### src/rtl/ps2_host_tx_pkg.sv
// Shared types and constants for the PS/2 host-to-device transmitter.
//   state_e      : transmitter FSM states
//   ERR_*        : err_code encodings
//   *_BIT_IDX    : bit counter values for parity and stop positions
//   odd_parity() : parity bit that makes the 9-bit frame odd
package ps2_host_pkg;

  typedef enum logic [2:0] {
    IDLE,
    INHIBIT,
    START,
    SEND,
    ACK,
    WAIT_IDLE
  } state_e;

  localparam logic [1:0] ERR_NONE    = 2'b00;
  localparam logic [1:0] ERR_TIMEOUT = 2'b01;
  localparam logic [1:0] ERR_NOACK   = 2'b10;

  localparam logic [3:0] PARITY_BIT_IDX = 4'd9;
  localparam logic [3:0] STOP_BIT_IDX   = 4'd10;

  function automatic logic odd_parity(input logic [7:0] d);
    return ~^d;
  endfunction

endpackage

### src/rtl/ps2_host_tx_if.sv
// Host-side request/status bundle of the PS/2 transmitter.
//   tx_data/tx_start : byte and one-cycle start request (from host logic)
//   busy             : transfer in progress (paired receiver ignores bus)
//   tx_done/tx_err   : one-cycle completion pulses
//   err_code         : last failure reason, held until next accepted start
interface ps2_host_tx_if;
  logic [7:0] tx_data;
  logic       tx_start;
  logic       busy;
  logic       tx_done;
  logic       tx_err;
  logic [1:0] err_code;

  modport master (output tx_data, tx_start, input busy, tx_done, tx_err, err_code);
  modport slave  (input tx_data, tx_start, output busy, tx_done, tx_err, err_code);
endinterface

### src/rtl/ps2_host_tx_line_filter.sv
// ps2_line_filter: 2-FF synchronizer followed by a stable-sample glitch
// filter for one open-collector PS/2 line. Resets to 1 (idle line).
//   clk, rst_n : system clock, async active-low reset
//   pad_in     : raw pad value
//   filt       : filtered value; changes only after FILTER_LEN consecutive
//                synchronized samples disagree with it
module ps2_line_filter #(
  parameter int FILTER_LEN = 8
) (
  input  logic clk,
  input  logic rst_n,
  input  logic pad_in,
  output logic filt
);

  localparam int CW = $clog2(FILTER_LEN) + 1;

  logic [1:0]    sync_q, sync_d;
  logic          filt_q, filt_d;
  logic [CW-1:0] cnt_q, cnt_d;

  always_comb begin
    sync_d = {sync_q[0], pad_in};
    filt_d = filt_q;
    cnt_d  = '0;
    if (sync_q[1] != filt_q) begin
      if (cnt_q == CW'(FILTER_LEN - 1)) begin
        filt_d = sync_q[1];
      end else begin
        cnt_d = cnt_q + 1'b1;
      end
    end
  end

  always_ff @(posedge clk or negedge rst_n) begin
    if (!rst_n) begin
      sync_q <= 2'b11;
      filt_q <= 1'b1;
      cnt_q  <= '0;
    end else begin
      sync_q <= sync_d;
      filt_q <= filt_d;
      cnt_q  <= cnt_d;
    end
  end

  assign filt = filt_q;

endmodule

### src/rtl/ps2_host_tx.sv
// ps2_host_tx: sends one command byte host-to-device over PS/2 and checks
// the device ACK. Lines are open-collector: an _oe of 1 pulls the line low.
//   clk, rst_n            : system clock, async active-low reset
//   ps2clk_in, ps2data_in : raw pad values
//   ps2clk_oe, ps2data_oe : 1 = drive the line low
//   host                  : request/status bundle (ps2_host_tx_if.slave)
//
// state     | meaning
// ----------+---------------------------------------------------------
// IDLE      | lines released, waiting for tx_start
// INHIBIT   | clock held low INHIBIT_CYC cycles
// START     | clock released, data low (start bit)
// SEND      | on each device clock fall, present data/parity/stop
// ACK       | sample device ACK on next clock fall
// WAIT_IDLE | wait for both lines high, then report result
module ps2_host_tx
  import ps2_host_pkg::*;
#(
  parameter int INHIBIT_CYC = 3500,
  parameter int TIMEOUT_CYC = 560000,
  parameter int FILTER_LEN  = 8
) (
  input  logic         clk,
  input  logic         rst_n,
  input  logic         ps2clk_in,
  input  logic         ps2data_in,
  output logic         ps2clk_oe,
  output logic         ps2data_oe,
  ps2_host_tx_if.slave host
);

  localparam int INH_W = $clog2(INHIBIT_CYC) + 1;
  localparam int TO_W  = $clog2(TIMEOUT_CYC) + 1;

  state_e             state_q, state_d;
  logic [INH_W-1:0]   inh_cnt_q, inh_cnt_d;
  logic [TO_W-1:0]    to_cnt_q, to_cnt_d;
  logic [3:0]         bitcnt_q, bitcnt_d;
  logic [7:0]         shreg_q, shreg_d;
  logic               parity_q, parity_d;
  logic               ack_ok_q, ack_ok_d;
  logic               clk_oe_q, clk_oe_d;
  logic               data_oe_q, data_oe_d;
  logic               busy_q, busy_d;
  logic               done_q, done_d;
  logic               err_q, err_d;
  logic [1:0]         err_code_q, err_code_d;
  logic               clk_prev_q, clk_prev_d;

  logic               clk_filt, data_filt, fall;
  logic               to_run, to_hit;
  logic [3:0]         next_bit;
  logic [2:0]         bit_idx;

  ps2_line_filter #(.FILTER_LEN(FILTER_LEN)) u_clk_filt (
    .clk(clk), .rst_n(rst_n), .pad_in(ps2clk_in), .filt(clk_filt)
  );

  ps2_line_filter #(.FILTER_LEN(FILTER_LEN)) u_data_filt (
    .clk(clk), .rst_n(rst_n), .pad_in(ps2data_in), .filt(data_filt)
  );

  assign clk_prev_d = clk_filt;
  assign fall       = clk_prev_q & ~clk_filt;

  always_comb begin
    state_d    = state_q;
    inh_cnt_d  = inh_cnt_q;
    to_cnt_d   = to_cnt_q;
    bitcnt_d   = bitcnt_q;
    shreg_d    = shreg_q;
    parity_d   = parity_q;
    ack_ok_d   = ack_ok_q;
    clk_oe_d   = clk_oe_q;
    data_oe_d  = data_oe_q;
    err_code_d = err_code_q;
    done_d     = 1'b0;
    err_d      = 1'b0;
    next_bit   = '0;
    bit_idx    = '0;

    to_run = (state_q == START) || (state_q == SEND) ||
             (state_q == ACK)   || (state_q == WAIT_IDLE);
    to_hit = to_run && (to_cnt_q == TO_W'(TIMEOUT_CYC - 1));
    if (to_run && (to_cnt_q != TO_W'(TIMEOUT_CYC))) begin
      to_cnt_d = to_cnt_q + 1'b1;
    end

    // Timeout wins over any clock fall seen in the same cycle.
    if (to_hit) begin
      state_d    = IDLE;
      clk_oe_d   = 1'b0;
      data_oe_d  = 1'b0;
      err_code_d = ERR_TIMEOUT;
      err_d      = 1'b1;
    end else begin
      case (state_q)
        IDLE: begin
          clk_oe_d  = 1'b0;
          data_oe_d = 1'b0;
          if (host.tx_start) begin
            shreg_d    = host.tx_data;
            parity_d   = odd_parity(host.tx_data);
            err_code_d = ERR_NONE;
            inh_cnt_d  = '0;
            clk_oe_d   = 1'b1;
            state_d    = INHIBIT;
          end
        end
        INHIBIT: begin
          clk_oe_d = 1'b1;
          if (inh_cnt_q == INH_W'(INHIBIT_CYC - 1)) begin
            // Counters are cleared on entry so START is already the
            // first counted timeout cycle.
            clk_oe_d  = 1'b0;
            data_oe_d = 1'b1;
            bitcnt_d  = '0;
            to_cnt_d  = '0;
            state_d   = START;
          end else begin
            inh_cnt_d = inh_cnt_q + 1'b1;
          end
        end
        START: state_d = SEND;
        SEND: begin
          if (fall) begin
            next_bit = bitcnt_q + 4'd1;
            bitcnt_d = next_bit;
            if (next_bit == STOP_BIT_IDX) begin
              data_oe_d = 1'b0;
              state_d   = ACK;
            end else if (next_bit == PARITY_BIT_IDX) begin
              data_oe_d = ~parity_q;
            end else begin
              bit_idx   = 3'(next_bit - 4'd1);
              data_oe_d = ~shreg_q[bit_idx];
            end
          end
        end
        ACK: begin
          if (fall) begin
            ack_ok_d = ~data_filt;
            state_d  = WAIT_IDLE;
          end
        end
        WAIT_IDLE: begin
          // Result is reported only once the device has released the bus.
          if (clk_filt && data_filt) begin
            state_d = IDLE;
            if (ack_ok_q) begin
              done_d = 1'b1;
            end else begin
              err_d      = 1'b1;
              err_code_d = ERR_NOACK;
            end
          end
        end
        default: state_d = IDLE;
      endcase
    end

    busy_d = (state_d != IDLE);
  end

  always_ff @(posedge clk or negedge rst_n) begin
    if (!rst_n) begin
      state_q    <= IDLE;
      inh_cnt_q  <= '0;
      to_cnt_q   <= '0;
      bitcnt_q   <= '0;
      shreg_q    <= '0;
      parity_q   <= 1'b0;
      ack_ok_q   <= 1'b0;
      clk_oe_q   <= 1'b0;
      data_oe_q  <= 1'b0;
      busy_q     <= 1'b0;
      done_q     <= 1'b0;
      err_q      <= 1'b0;
      err_code_q <= ERR_NONE;
      clk_prev_q <= 1'b1;
    end else begin
      state_q    <= state_d;
      inh_cnt_q  <= inh_cnt_d;
      to_cnt_q   <= to_cnt_d;
      bitcnt_q   <= bitcnt_d;
      shreg_q    <= shreg_d;
      parity_q   <= parity_d;
      ack_ok_q   <= ack_ok_d;
      clk_oe_q   <= clk_oe_d;
      data_oe_q  <= data_oe_d;
      busy_q     <= busy_d;
      done_q     <= done_d;
      err_q      <= err_d;
      err_code_q <= err_code_d;
      clk_prev_q <= clk_prev_d;
    end
  end

  assign ps2clk_oe     = clk_oe_q;
  assign ps2data_oe    = data_oe_q;
  assign host.busy     = busy_q;
  assign host.tx_done  = done_q;
  assign host.tx_err   = err_q;
  assign host.err_code = err_code_q;

endmodule

### src/flat_wrapper.sv
// flat-port wrapper written by rule: the top's interface ports become plain ports
module ps2_host_tx_flat import ps2_host_pkg::*;
#(
  parameter int INHIBIT_CYC = 3500,
  parameter int TIMEOUT_CYC = 560000,
  parameter int FILTER_LEN  = 8
)
  (clk, rst_n, ps2clk_in, ps2data_in, ps2clk_oe, ps2data_oe, host_tx_data, host_tx_start, host_busy, host_tx_done, host_tx_err, host_err_code);
  ps2_host_tx_if host_i ();
  input  logic clk;
  input  logic rst_n;
  input  logic ps2clk_in;
  input  logic ps2data_in;
  output logic ps2clk_oe;
  output logic ps2data_oe;
  input wire logic [$bits(host_i.tx_data)-1:0] host_tx_data;
  input wire logic [$bits(host_i.tx_start)-1:0] host_tx_start;
  output wire logic [$bits(host_i.busy)-1:0] host_busy;
  output wire logic [$bits(host_i.tx_done)-1:0] host_tx_done;
  output wire logic [$bits(host_i.tx_err)-1:0] host_tx_err;
  output wire logic [$bits(host_i.err_code)-1:0] host_err_code;
  assign host_i.tx_data = host_tx_data;
  assign host_i.tx_start = host_tx_start;
  assign host_busy = host_i.busy;
  assign host_tx_done = host_i.tx_done;
  assign host_tx_err = host_i.tx_err;
  assign host_err_code = host_i.err_code;
  ps2_host_tx #(.INHIBIT_CYC(INHIBIT_CYC), .TIMEOUT_CYC(TIMEOUT_CYC), .FILTER_LEN(FILTER_LEN)) u_core (.clk(clk), .rst_n(rst_n), .ps2clk_in(ps2clk_in), .ps2data_in(ps2data_in), .ps2clk_oe(ps2clk_oe), .ps2data_oe(ps2data_oe), .host(host_i));
endmodule
### config.mk
export PLATFORM = sky130hd
export DESIGN_NAME = ps2_host_tx_flat
export DESIGN_NICKNAME = d
export VERILOG_FILES = /design/src/rtl/ps2_host_tx_pkg.sv /design/src/rtl/ps2_host_tx_if.sv /design/src/rtl/ps2_host_tx_line_filter.sv /design/src/rtl/ps2_host_tx.sv /design/src/flat_wrapper.sv
export SDC_FILE = /design/constraint.sdc
export NUM_CORES = 1
export LEC_CHECK = 0
export BUFFER_PORTS_ARGS = -buffer_cell sky130_fd_sc_hd__buf_2
export CORE_MARGIN = 3
export CORE_UTILIZATION = 45
export DETAILED_ROUTE_END_ITERATION = 10
export PLACE_DENSITY_LB_ADDON = 0.2
export SYNTH_ARGS = -nofsm -noshare
export SYNTH_HDL_FRONTEND = slang
export SYNTH_SLANG_ARGS = --single-unit
### constraint.sdc
create_clock -name clk -period 5.2 [get_ports clk]
set_input_delay 0.26 -clock clk [delete_from_list [all_inputs] [get_ports clk]]
set_output_delay 0.26 -clock clk [all_outputs]
set_load 0.02 [all_outputs]
==> impl_metrics.py <==
metrics = {
    "drt": {
        "totalWireLength_mm": 6.90,
        "drtPass1Iterations": 4,
        "vias": 2684,
        "via_per_inst": 5.26,
        "drt-initial-drc-count": 190,
        "postRouteAntennaNets": 0,
        "routedWlPerCell_um": 13.5,
        "drc": 0,
    },
    "synthesis": {
        "syn_area_um2": 3780,
        "async_flop_share_pct": 100,
        "synth-edff-count": 0,
        "synth_cells": 381,
        "synth_area_leader_cell": "dfrtp_1",
        "synthFlopType": "dfrtp_1",
        "yosysUniqueCellTypes": 54,
        "yosys-top-cells-area": "dfrtp_1 (44%), xnor2_1 (8.3%), nand2_1 (5.0%)",
        "yosysWarnings": 0,
        "ys_seq_area_share_pct": 48.6,
        "yosys_register_bits": 73,
        "syn-num-nets": 403,
        "yosysTopAreaCellShare_pct": 43.7,
        "syn_avg_cell_area_um2": 9.91,
    },
    "cells_and_area": {
        "nNetsFinal": 425,
        "fillers": 726,
        "layout_commonest_cell": "dfrtp_1",
        "layout-drive-gt1-share_pct": 15.4,
        "post-route-util_pct": 52.5,
        "antenna_cells": 0,
        "area_delta_synth_final_pct": 10.2,
        "final_cell_mix": "dfrtp_1 (66), nand2_1 (50), nor2_1 (45), xnor2_1 (36), nand3_1 (20)",
        "finalNonFillerCells": 510,
    },
    "cts": {
        "ctsResizeCount": 0,
        "clock_sinks": 73,
        "htreeDepth": 3,
        "postCtsHoldBufs": 2,
        "clk_latency_ns": 0.35,
        "cts_tree": "done",
        "post_cts_buffers": 0,
        "numCtsBuffers": 9,
        "clockBufferDepth": 2,
        "clkSlewWorstSetupHoldPaths_ns": 0.09,
        "root_buffer": "clkbuf_8",
    },
    "run": {
        "drv_cap": 0,
    },
    "worst_setup_path": {
        "cp_num_buf_inv": 0,
        "worstPathRequired_ns": 5.38,
        "cp_top_family": "simple AND/OR/NAND/NOR gates",
        "crit_path_max_incr_delay_ns": 0.98,
        "cp_data_arrival_time_ns": 3.02,
        "start_kind": "flip-flop",
        "critPathCaptureType": "flip-flop",
        "path_max_fanout": 17,
        "crit_type": "reg2reg",
        "path_cells": "or4_4 > nor4_4 > nor2b_1 > nor2_1",
        "crit_slowest_cell": "nor2b_1",
    },
    "sta": {
        "rsz0062_at_grt": "false",
        "post-route-min-period_ns": 2.85,
        "setup_tns_ns": 0,
        "drv_slew": 0,
        "hold_violations": 0,
        "fin_crit_sh_pct": 54.7,
        "worst_pin_slew_ns": 1.14,
        "finalSetupViolations": 0,
        "fmax_mhz": 351,
        "fin_skew_ns": 0.0117,
        "relSlewSlack_pct": 23.8,
        "timing.hold.ws_ns": 0.115,
    },
    "place": {
        "numPortBuffers": 19,
        "gp_congestion": 0.769,
        "dp_cells": 492,
        "hpwlAfterDp_mm": 4.76,
    },
    "floorplanning": {
        "die-area_um2": 9530,
        "rows": 32,
        "coreArea_um2": 7930,
        "die_w_um": 97.6,
        "ios": 20,
        "start_util_pct": 47.6,
        "die_h_um": 97.6,
    },
    "power_and_ir_drop": {
        "p_leak_nw": 1.82,
        "p_int_w": 0.000882,
        "p_sw_w": 0.000309,
        "clockPowerShare_pct": 39.3,
        "p_sw_share_pct": 25.9,
        "p_comb_share_pct": 7.6,
        "seqPwrFrac_pct": 53.1,
        "ir_drop_v": 0.000149,
        "p_per_area_nw_per_um2": 286,
    },
    "min_path": {
        "hold_class": "in2async",
    },
    "outcome": {
        "status": "finished clean",
    },
    "grt": {
        "overflow": 0,
        "grt_pass1_vias": 2588,
        "antenna_found_initial": 0,
        "grt_pass1_wl_mm": 12.1,
        "grt_start_max_net_pins": 74,
        "grt_util_all_layers_pct": 15.2,
    },
}
## layer usage
layer  GRT usage [%]  wire length [µm]  vias to the layer above
li1                -                 -                     1364
met1            22.5              3650                     1269
met2            22.2              2920                       43
met3            3.88               265                        8
met4            3.83                68                        0
met5               0                 0                        -
## sequential cells by signal (all words and copies together) (netlist names), 2 cells and up
signal / cells
u_core.to_cnt_q: 21
u_core.inh_cnt_q: 13
u_core.shreg_q: 8
u_core.bitcnt_q: 4
u_core.u_clk_filt.cnt_q: 4
u_core.u_data_filt.cnt_q: 4
u_core.state_q: 3
u_core.host.err_code: 2
u_core.u_clk_filt.sync_q: 2
u_core.u_data_filt.sync_q: 2
## power by group through the flow
stage / registers (W) / clock network [W] / logic [W]
after floorplan: 0.000637 / 0 / 0.0000621
after global placement: 0.000642 / 0 / 0.0000881
after detailed placement: 0.000644 / 0 / 0.0000905
after CTS: 0.000632 / 0.000482 / 0.0000928
after global routing: 0.000637 / 0.000514 / 0.000103
final: 0.000632 / 0.000468 / 0.0000901
## logic make-up after synthesis
family / Yosys count / synth area share (%)
xor gates and xnor gates: 39 / 9.04
muxes: 10 / 3.54
adders and majority gates: 9 / 2.98
and+or+nand+nor: 183 / 25.1
buffers and inverters: 25 / 3.51
AOI/OAI and AO/OA: 42 / 7.22
DFF: 73 / 48.6
## per-stage QoR
| stage | setup WS (ns) | cell area (µm²) | total power, W |
|---|---|---|---|
| final | 2.35 | 4160 | 0.00119 |
| after floorplan | 3.23 | 3780 | 0.000699 |
| after global placement | 2.39 | 3930 | 0.000731 |
| after CTS | 2.33 | 4160 | 0.00121 |
| after detailed placement | 2.33 | 3930 | 0.000734 |
| after global routing | 2.11 | 4160 | 0.00125 |
## cells in the mapped netlist (3+ instances only)
master,n
a21oi_1,12
and3_1,5
buf_2,3
clkbuf_1,4
dfrtp_1,66
dfstp_2,7
ha_1,9
inv_1,13
mux2_2,3
mux2i_1,4
nand2_1,50
nand3_1,20
nand4_1,4
nor2_1,45
nor2b_1,5
nor3_1,13
nor3b_1,3
nor4_1,13
o211ai_1,3
o21ai_0,11
o31ai_1,5
or3_1,4
xnor2_1,36
xor2_1,3
## cell type report
type                       count  area (µm²)  share of cell area [%]
clock inverter                 7        87.6                    2.10
inverter                      13        48.8                    1.17
tap                          102         128                    3.07
multi-input combinational    283        1810                    43.5
sequential                    73        1840                    44.1
clock buffer                   9         124                    2.98
timing repair buffer          23         130                    3.13
## path summary, 6_finish.rpt
kind,slack [ns],from,end,cells after the start
setup reg to reg,2.35,u_core.inh_cnt_q[2],u_core.to_cnt_q[10],4
hold reg to reg,0.36,u_core.u_data_filt.sync_q[0],u_core.u_data_filt.sync_q[1],0
max in group asynchronous,4.49,rst_n,u_core.to_cnt_q[9],2
min in group clk,0.13,host_tx_data[4],u_core.shreg_q[4],3
hold / removal,0.12,rst_n,u_core.u_data_filt.cnt_q[1],2
setup / recovery,2.35,u_core.inh_cnt_q[2],u_core.to_cnt_q[10],4
(Power assumes the default switching activity.)
